File: config.mk
export PLATFORM = sky130hd
export DESIGN_NAME = mdu_hilo
export DESIGN_NICKNAME = d
export VERILOG_FILES = /design/src/rtl/mdu_hilo.sv
export SDC_FILE = /design/constraint.sdc
export NUM_CORES = 1
export LEC_CHECK = 0
export BUFFER_PORTS_ARGS = -buffer_cell sky130_fd_sc_hd__buf_2
export CAP_MARGIN = 40
export CORE_UTILIZATION = 45
export DETAILED_ROUTE_END_ITERATION = 7
export PLACE_DENSITY = 0.65
export REMOVE_ABC_BUFFERS = 1
export SYNTH_ARGS = -nofsm -noshare
export SYNTH_HDL_FRONTEND = slang
export SYNTH_SLANG_ARGS = --single-unit
File: constraint.sdc
create_clock -name Clk -period 4.7 [get_ports Clk]
set_clock_uncertainty 0.05 [all_clocks]
set_input_delay 0.235 -clock Clk [delete_from_list [all_inputs] [get_ports Clk]]
set_output_delay 0.235 -clock Clk [all_outputs]
set_load 0.03 [all_outputs]
File: src/rtl/mdu_hilo.sv
// Iterative radix-2 multiply/divide unit with architectural HI/LO registers.
// MULT/MULTU use shift-add, DIV/DIVU use restoring shift-subtract, 32 iterations each plus one sign-fix cycle.
module mdu_hilo #(
    parameter int WIDTH = 32,
    parameter int CNT_W = 5
) (
    input  logic             Clk,
    input  logic             Rst,
    input  logic             Start,
    input  logic [1:0]       Op,
    input  logic [WIDTH-1:0] A,
    input  logic [WIDTH-1:0] B,
    input  logic             MtHi,
    input  logic             MtLo,
    input  logic [WIDTH-1:0] WData,
    output logic             Busy,
    output logic             Done,
    output logic [WIDTH-1:0] Hi,
    output logic [WIDTH-1:0] Lo
);

    typedef enum logic [1:0] {
        IDLE = 2'd0,
        CALC = 2'd1,
        FIX  = 2'd2
    } state_t;

    localparam logic [CNT_W-1:0] CNT_LAST = '1;

    state_t             state;
    state_t             state_nxt;
    logic [CNT_W-1:0]   cnt;
    logic               is_div;
    logic               sign_a;
    logic               sign_b;

    // acc holds {product hi, product lo / multiplier} or {remainder, quotient / dividend}
    logic [2*WIDTH-1:0] acc;
    logic [WIDTH-1:0]   opb;

    logic [WIDTH-1:0]   mag_a;
    logic [WIDTH-1:0]   mag_b;
    logic [WIDTH:0]     mul_add;
    logic [WIDTH:0]     mul_sum;
    logic [2*WIDTH-1:0] mul_acc_nxt;
    logic [WIDTH:0]     div_sh;
    logic [WIDTH:0]     div_diff;
    logic               div_ok;
    logic [2*WIDTH-1:0] div_acc_nxt;
    logic [2*WIDTH-1:0] mul_res;
    logic [WIDTH-1:0]   fix_hi;
    logic [WIDTH-1:0]   fix_lo;
    logic               start_ok;

    function automatic logic [WIDTH-1:0] magnitude(input logic signed [WIDTH-1:0] v,
                                                   input logic                    is_signed);
        return (is_signed && v[WIDTH-1]) ? -v : v;
    endfunction

    function automatic logic [WIDTH-1:0] neg_w(input logic signed [WIDTH-1:0] v,
                                               input logic                    en);
        return en ? -v : v;
    endfunction

    function automatic logic [2*WIDTH-1:0] neg_2w(input logic signed [2*WIDTH-1:0] v,
                                                  input logic                      en);
        return en ? -v : v;
    endfunction

    assign start_ok = (state == IDLE) && Start;
    assign Busy     = (state != IDLE);

    assign mag_a = magnitude(A, Op[0]);
    assign mag_b = magnitude(B, Op[0]);

    // Multiply step: conditionally add multiplicand into the upper half, then shift right.
    assign mul_add     = acc[0] ? {1'b0, opb} : '0;
    assign mul_sum     = {1'b0, acc[2*WIDTH-1:WIDTH]} + mul_add;
    assign mul_acc_nxt = {mul_sum, acc[WIDTH-1:1]};

    // Divide step: shift next dividend bit into the remainder, keep the difference if it did not borrow.
    assign div_sh      = {acc[2*WIDTH-1:WIDTH], acc[WIDTH-1]};
    assign div_diff    = div_sh - {1'b0, opb};
    assign div_ok      = ~div_diff[WIDTH];
    assign div_acc_nxt = {(div_ok ? div_diff[WIDTH-1:0] : div_sh[WIDTH-1:0]),
                          acc[WIDTH-2:0], div_ok};

    // Sign fix: quotient/product follow sign(A)^sign(B), remainder follows sign(A).
    assign mul_res = neg_2w(acc, sign_a ^ sign_b);
    assign fix_hi  = is_div ? neg_w(acc[2*WIDTH-1:WIDTH], sign_a) : mul_res[2*WIDTH-1:WIDTH];
    assign fix_lo  = is_div ? neg_w(acc[WIDTH-1:0], sign_a ^ sign_b) : mul_res[WIDTH-1:0];

    always_ff @(posedge Clk) begin
        if (Rst) begin
            state <= IDLE;
        end else begin
            state <= state_nxt;
        end
    end

    always_comb begin
        state_nxt = state;
        case (state)
            IDLE:    if (Start) state_nxt = CALC;
            CALC:    if (cnt == CNT_LAST) state_nxt = FIX;
            FIX:     state_nxt = IDLE;
            default: state_nxt = IDLE;
        endcase
    end

    always_ff @(posedge Clk) begin
        if (Rst) begin
            cnt    <= '0;
            is_div <= 1'b0;
            sign_a <= 1'b0;
            sign_b <= 1'b0;
            Done   <= 1'b0;
        end else begin
            Done <= (state == FIX);
            if (start_ok) begin
                cnt    <= '0;
                is_div <= Op[1];
                sign_a <= Op[0] & A[WIDTH-1];
                sign_b <= Op[0] & B[WIDTH-1];
            end else if (state == CALC) begin
                cnt <= cnt + CNT_W'(1);
            end
        end
    end

    always_ff @(posedge Clk) begin
        if (start_ok) begin
            acc <= {{WIDTH{1'b0}}, (Op[1] ? mag_a : mag_b)};
            opb <= Op[1] ? mag_b : mag_a;
        end else if (state == CALC) begin
            acc <= is_div ? div_acc_nxt : mul_acc_nxt;
        end
    end

    // Move-to writes land only while idle; the sign-fix cycle owns HI/LO otherwise.
    always_ff @(posedge Clk) begin
        if (Rst) begin
            Hi <= '0;
            Lo <= '0;
        end else if (state == FIX) begin
            Hi <= fix_hi;
            Lo <= fix_lo;
        end else if (state == IDLE) begin
            if (MtHi) Hi <= WData;
            if (MtLo) Lo <= WData;
        end
    end

endmodule

=== After elaboration in Yosys (flattened, before gate mapping) ===
Cells that the tools add are included.
W data, S select, Z words.

* Register bits after elaboration: 171
* Bits of input ports: 103
* Output and inout port bits: 66
* Logic and storage cells: 64

* Add/subtract/negate cells: 8
* Equal/unequal tests: 5
* Muxes and demuxes: 23
* Bitwise logic cells: 4
* Reductions and logical operators: 13

{| class="wikitable"
|+ Operator list
! cell !! number
|-
| $mux W32 || 18
|-
| $mux W64 || 2
|-
| $neg A32 Y32 || 4
|-
| $neg A64 Y64 || 1
|-
| $add A32 B32 Y33 || 1
|-
| $sub A33 B32 Y33 || 1
|-
| $reduce_bool A2 Y1 || 5
|-
| $reduce_and A2 Y1 || 3
|-
| $add A5 B1 Y5 const B || 1
|-
| $eq A5 B5 Y1 const B || 1
|-
| $mux W2 || 2
|-
| $ne A2 B2 Y1 const B || 2
|-
| $pmux W2 S2 || 1
|-
| $logic_and A1 B1 Y1 || 3
|-
| $and A1 B1 Y1 || 2
|-
| $eq A2 B1 Y1 const B || 1
|-
| $eq A2 B2 Y1 const B || 1
|-
| $logic_not A2 Y1 || 1
|-
| $reduce_or A2 Y1 || 1
|-
| $not A1 Y1 || 1
|-
| $xor A1 B1 Y1 || 1
|}

=== Depth between registers and ports, before layout ===
* Depth after elaboration: 5
* Gate-level depth with buffers: 15
* Mapped depth without buffers: 13

=== Worst setup path after synthesis ===
No wires, ideal clock.

* Path kind: register to register
* Start point: register acc[0]
* End point: register Hi[20]
* Setup time: 0.120 ns
* Arrival time: 3.527 ns
* Required time: 4.530 ns
* Slack: 1.003 ns
* Cell stages (with the launch flop): 14
* Buffers on the path: 1
* Period minus slack after synthesis: 3.697 ns
* Cells stage by stage: edfxtp_1 inv_1 clkbuf_1 ha_1 or4b_4 nor2b_4 nand2_1 or4_1 or3_1 or4_1 a31oi_1 mux2i_1 o211ai_1 nand2_1

* Cells in the longest elaborated chain, start to end: 4

{| class="wikitable"
|+ Ends and longest elaborated chain
! item !! line !! RTL
|-
| start: declaration || 38 || <nowiki>logic [2*WIDTH-1:0] acc;</nowiki>
|-
| start signal: assignment || 133 || <nowiki>acc <= {{WIDTH{1'b0}}, (Op[1] ? mag_a : mag_b)};</nowiki>
|-
| start signal: assignment || 136 || <nowiki>acc <= is_div ? div_acc_nxt : mul_acc_nxt;</nowiki>
|-
| $neg A64 Y64 || 67 || <nowiki>return en ? -v : v;</nowiki>
|-
| $mux W64 || 67 ||
|-
| $mux W32 || 90 || <nowiki>assign fix_hi = is_div ? neg_w(acc[2*WIDTH-1:WIDTH], sign_a) : mul_res[2*WIDTH-1:WIDTH];</nowiki>
|-
| $mux W32 || 145 || <nowiki>end else if (state == FIX) begin</nowiki>
|-
| end signal: assignment || 146 || <nowiki>Hi <= fix_hi;</nowiki>
|-
| end signal: assignment || 149 || <nowiki>if (MtHi) Hi <= WData;</nowiki>
|-
| end: declaration || 18 || <nowiki>output logic [WIDTH-1:0] Hi,</nowiki>
|}

Every way passes these cells.
A chain may end at the register's enable or synchronous reset.

=== Worst setup path in the final report ===
* Start point: register acc[0]
* End point: register acc[62]

* Cells in the longest elaborated chain, start to end: 3

{| class="wikitable"
|+ Ends and longest elaborated chain
! item !! line !! RTL
|-
| $mux W32 || 77 || <nowiki>assign mul_add = acc[0] ? {1'b0, opb} : '0;</nowiki>
|-
| $add A32 B32 Y33 || 78 || <nowiki>assign mul_sum = {1'b0, acc[2*WIDTH-1:WIDTH]} + mul_add;</nowiki>
|-
| $mux W64 || 136 ||
|}

Every way passes these cells.

==> metrics.md <==
| Metric | Value |
|---|---|
| Status | completed |
| Mapped Cells | 1793 |
| DPL Wire Length | 36700 um |
| Critical Path End | acc[62] |
| R2R depth | 13 |
| Avg WL per Cell | 20.4 um |
| CTS Sinks | 171 |
| Final core utilization | 52.1% |
| Crit path launch | acc[0] |
| Clk slew on worst S/H paths | 0.08 ns |
| Gpl congestion | 0.981 |
| Kind of critical path | reg2reg |
| Die Y-Extent | 180 um |
| Top cell type by total area after synthesis | dfxtp_1 |
| DP Worst Slack | 0.742 ns |
| Largest net degree at the start of global routing | 66 |
| Tightest Pin Transition | 0.877 ns |
| Number of buffers created by CTS | 17 |
| Syn. warnings | 0 |
| Post-route ant nets | 0 |
| GR Overflow Total | 0 |
| Sequential cell area fraction in the yosys report | 28.5% |
| IO Port Bufs | 168 |
| Tot GR Track Use | 29.0% |
| Sw frac | 42.8% |
| Clk buf depth | 2 |
| CTS resizes | 0 |
| Max_slew headroom | 41.5% |
| # diodes | 0 |
| Post-synth top flop | dfxtp_1 |
| CTS root buf | clkbuf_16 |
| Mean Syn Cell Area | 7.95 um^2 |
| Final setup viols | 0 |
| # nets final | 2091 |
| R2r setup slk | 0.63 ns |
| Initial core utilization | 46.1% |
| Reg2reg start | acc[0] |
| Period minus WS final | 4.07 ns |
| Worst R2R End | acc[62] |
| Vias | 14170 |
| Netlist cell types | 79 |
| VDD IR-drop max | 0.329 mV |
| Final setup margin | 0.634 ns |
| Top Ports | 169 |
| Final Max Slew Viols | 0 |
| EDFF count, synth | 64 |
| PwrDens | 373 nW/um^2 |
| Post-synth top area share | 15.0% |
| Setup_tns | 0 ns |
| H-tree depth | 4 |
| DR DRC count | 0 |
| Fraction of layout cells with a size suffix above 1 | 14.1% |
| Cell-internal power | 3.44 mW |
| Critical path arrival | 4.37 ns |
| CP Launch Type | flip-flop |
| Crit end category | flip-flop |
| Area of the core | 30900 um^2 |
| HP Class | in2reg |
| Logic pwr share | 42.9% |
| Asr flop ratio synth | 0% |
| First-pass GRT wire length | 73900 um |
| TritonCTS clock tree | done |
| Static leakage | 6.82 nW |
| Max Cap Violations | 0 |
| Sequential share of power | 32.9% |
| Die W | 180 um |
| Initial DRC Count | 1463 |
| Data required time of the critical path | 5.01 ns |
| Cts hold-fix bufs | 0 |
| Clock latency at the later pin of the worst-skew pair | 0.45 ns |
| Fin crit share | 86.5% |
| Post-Syn Area | 14300 um^2 |
| Max frequency | 246 MHz |
| Layout area overhead | 13.0% |
| CP Max Fanout | 13 |
| #FFs+latches synth | 171 |
| DR pass1 iterations | 6 |
| Final wirelength | 47300 um |
| Clock network power share | 24.2% |
| Setup bufs post-CTS | 0 |
| Top post-synthesis cells by area | dfxtp_1 (15%), edfxtp_1 (13%), mux2i_1 (7.5%) |
| Power Total | 6.01 mW |
| Final hold violations | 0 |
| DR vias/cell | 6.09 |
| FP Rows | 64 |
| Initial antenna violation count | 1 |
| Sw power | 2.57 mW |
| Number of global-route vias before repair | 13338 |
| DIE AREA | 32400 um^2 |
| RSZ-0062 raised after global routing | false |
flip-flops by register name, indices dropped and copies added (netlist names):
name	cells
is_div	1
sign_b	1
Lo	32
Done	1
sign_a	1
cnt	5
acc	64
state	2
Hi	32
opb	32
worst max-delay path: stages (launching register included):
cell and delay, ns:
edfxtp_1 0.46, inv_1 0.14, buf_4 0.22, nor2_1 0.07, ha_1 0.34, a2111oi_0 0.62
o211ai_1 0.25, o21ai_0 0.46, a41oi_1 0.31, a31oi_1 0.38, o21ai_0 0.16, a21oi_1 0.20
xor2_1 0.09, a211oi_1 0.22
Yosys cell counts (10+ instances only):
master,n
buf_1,15
a21o_1,32
o31ai_1,16
nor2_1,235
nand2b_1,16
nor3_1,31
nand3_1,21
nand2_1,135
o21ai_0,118
edfxtp_1,64
xor2_1,67
or3_1,14
and2_1,10
dfxtp_1,107
nor2b_1,12
clkbuf_1,82
o211ai_1,12
a21oi_1,189
and3_1,11
a211oi_1,47
o41ai_1,20
ha_1,70
a31oi_1,19
mux2i_1,107
nor4_1,13
o21a_1,10
nand4_1,11
xnor2_1,98
inv_1,61
or4_1,15
final cells by class:
class,instances,area (um^2)
well taps,396,495
multi-input cells,1458,9560
flip-flops and latches,171,4070
clock inverters,15,174
fillers,3053,14800
repair buffers,206,1160
inverters,62,233
clock buffers,17,425
worst min-delay path by stage:
stage / startpoint / to / slack, ns / cells past startpoint
global route: WData[12] / Hi[12] / 0.02 / 3
global placement: Hi[20] / Hi[20] / 0.38 / 2
detailed placement: Hi[20] / Hi[20] / 0.39 / 2
CTS: WData[12] / Hi[12] / 0.02 / 3
finish: WData[0] / Lo[0] / 0.04 / 3
floorplan: Rst / Hi[15] / 0.25 / 1
kinds of logic after synthesis:
group / count (synthesis) / synth area share (%)
flip-flops: 171 / 28.5
AND/OR/NAND/NOR: 561 / 18.7
multiplexers: 109 / 7.67
AO/OA/AOI/OAI: 551 / 24.1
adder cells (fa/ha/maj): 72 / 6.42
XOR/XNOR: 165 / 10.1
buffers and inverters: 164 / 4.51
routing by layer:
metal	track usage [%]	share of wire, %
met3	4.07	6.8
met4	14.4	4.8
met5	0	0.040
met2	45.9	44
met1	38.8	44
power groups by stage:
stage	logic, mW	registers [mW]	clock network [mW]
floorplan	1.67	2.02	0
global placement	2.49	2.00	0
detailed placement	2.52	2.00	0
CTS	2.54	1.97	1.47
global route	2.81	2.00	1.53
finish	2.58	1.98	1.46
cell usage in the layout, fill, tap and decap left out, types with 36 or more instances in the layout:
cell      synthesis  final
inv_1            61     61
xnor2_1          98     98
edfxtp_1         64     64
nor2_1          235    235
buf_4             0     36
xor2_1           67     67
nand2_1         135    134
ha_1             70     70
a21oi_1         189    189
buf_2             2    167
o21ai_0         118    118
a211oi_1         47     47
dfxtp_1         107    106
mux2i_1         107    107
metrics by stage:
stage,cells,hold slack (ns),area [um^2]
after global routing,2325,0.0203,16100
after CTS,2325,0.0178,16100
final,2325,0.0357,16100
after floorplan,1691,0.254,13800
after detailed placement,2293,0.391,15500
after global placement,2289,0.382,15500
Note: power is estimated with default switching activity, not from simulation.
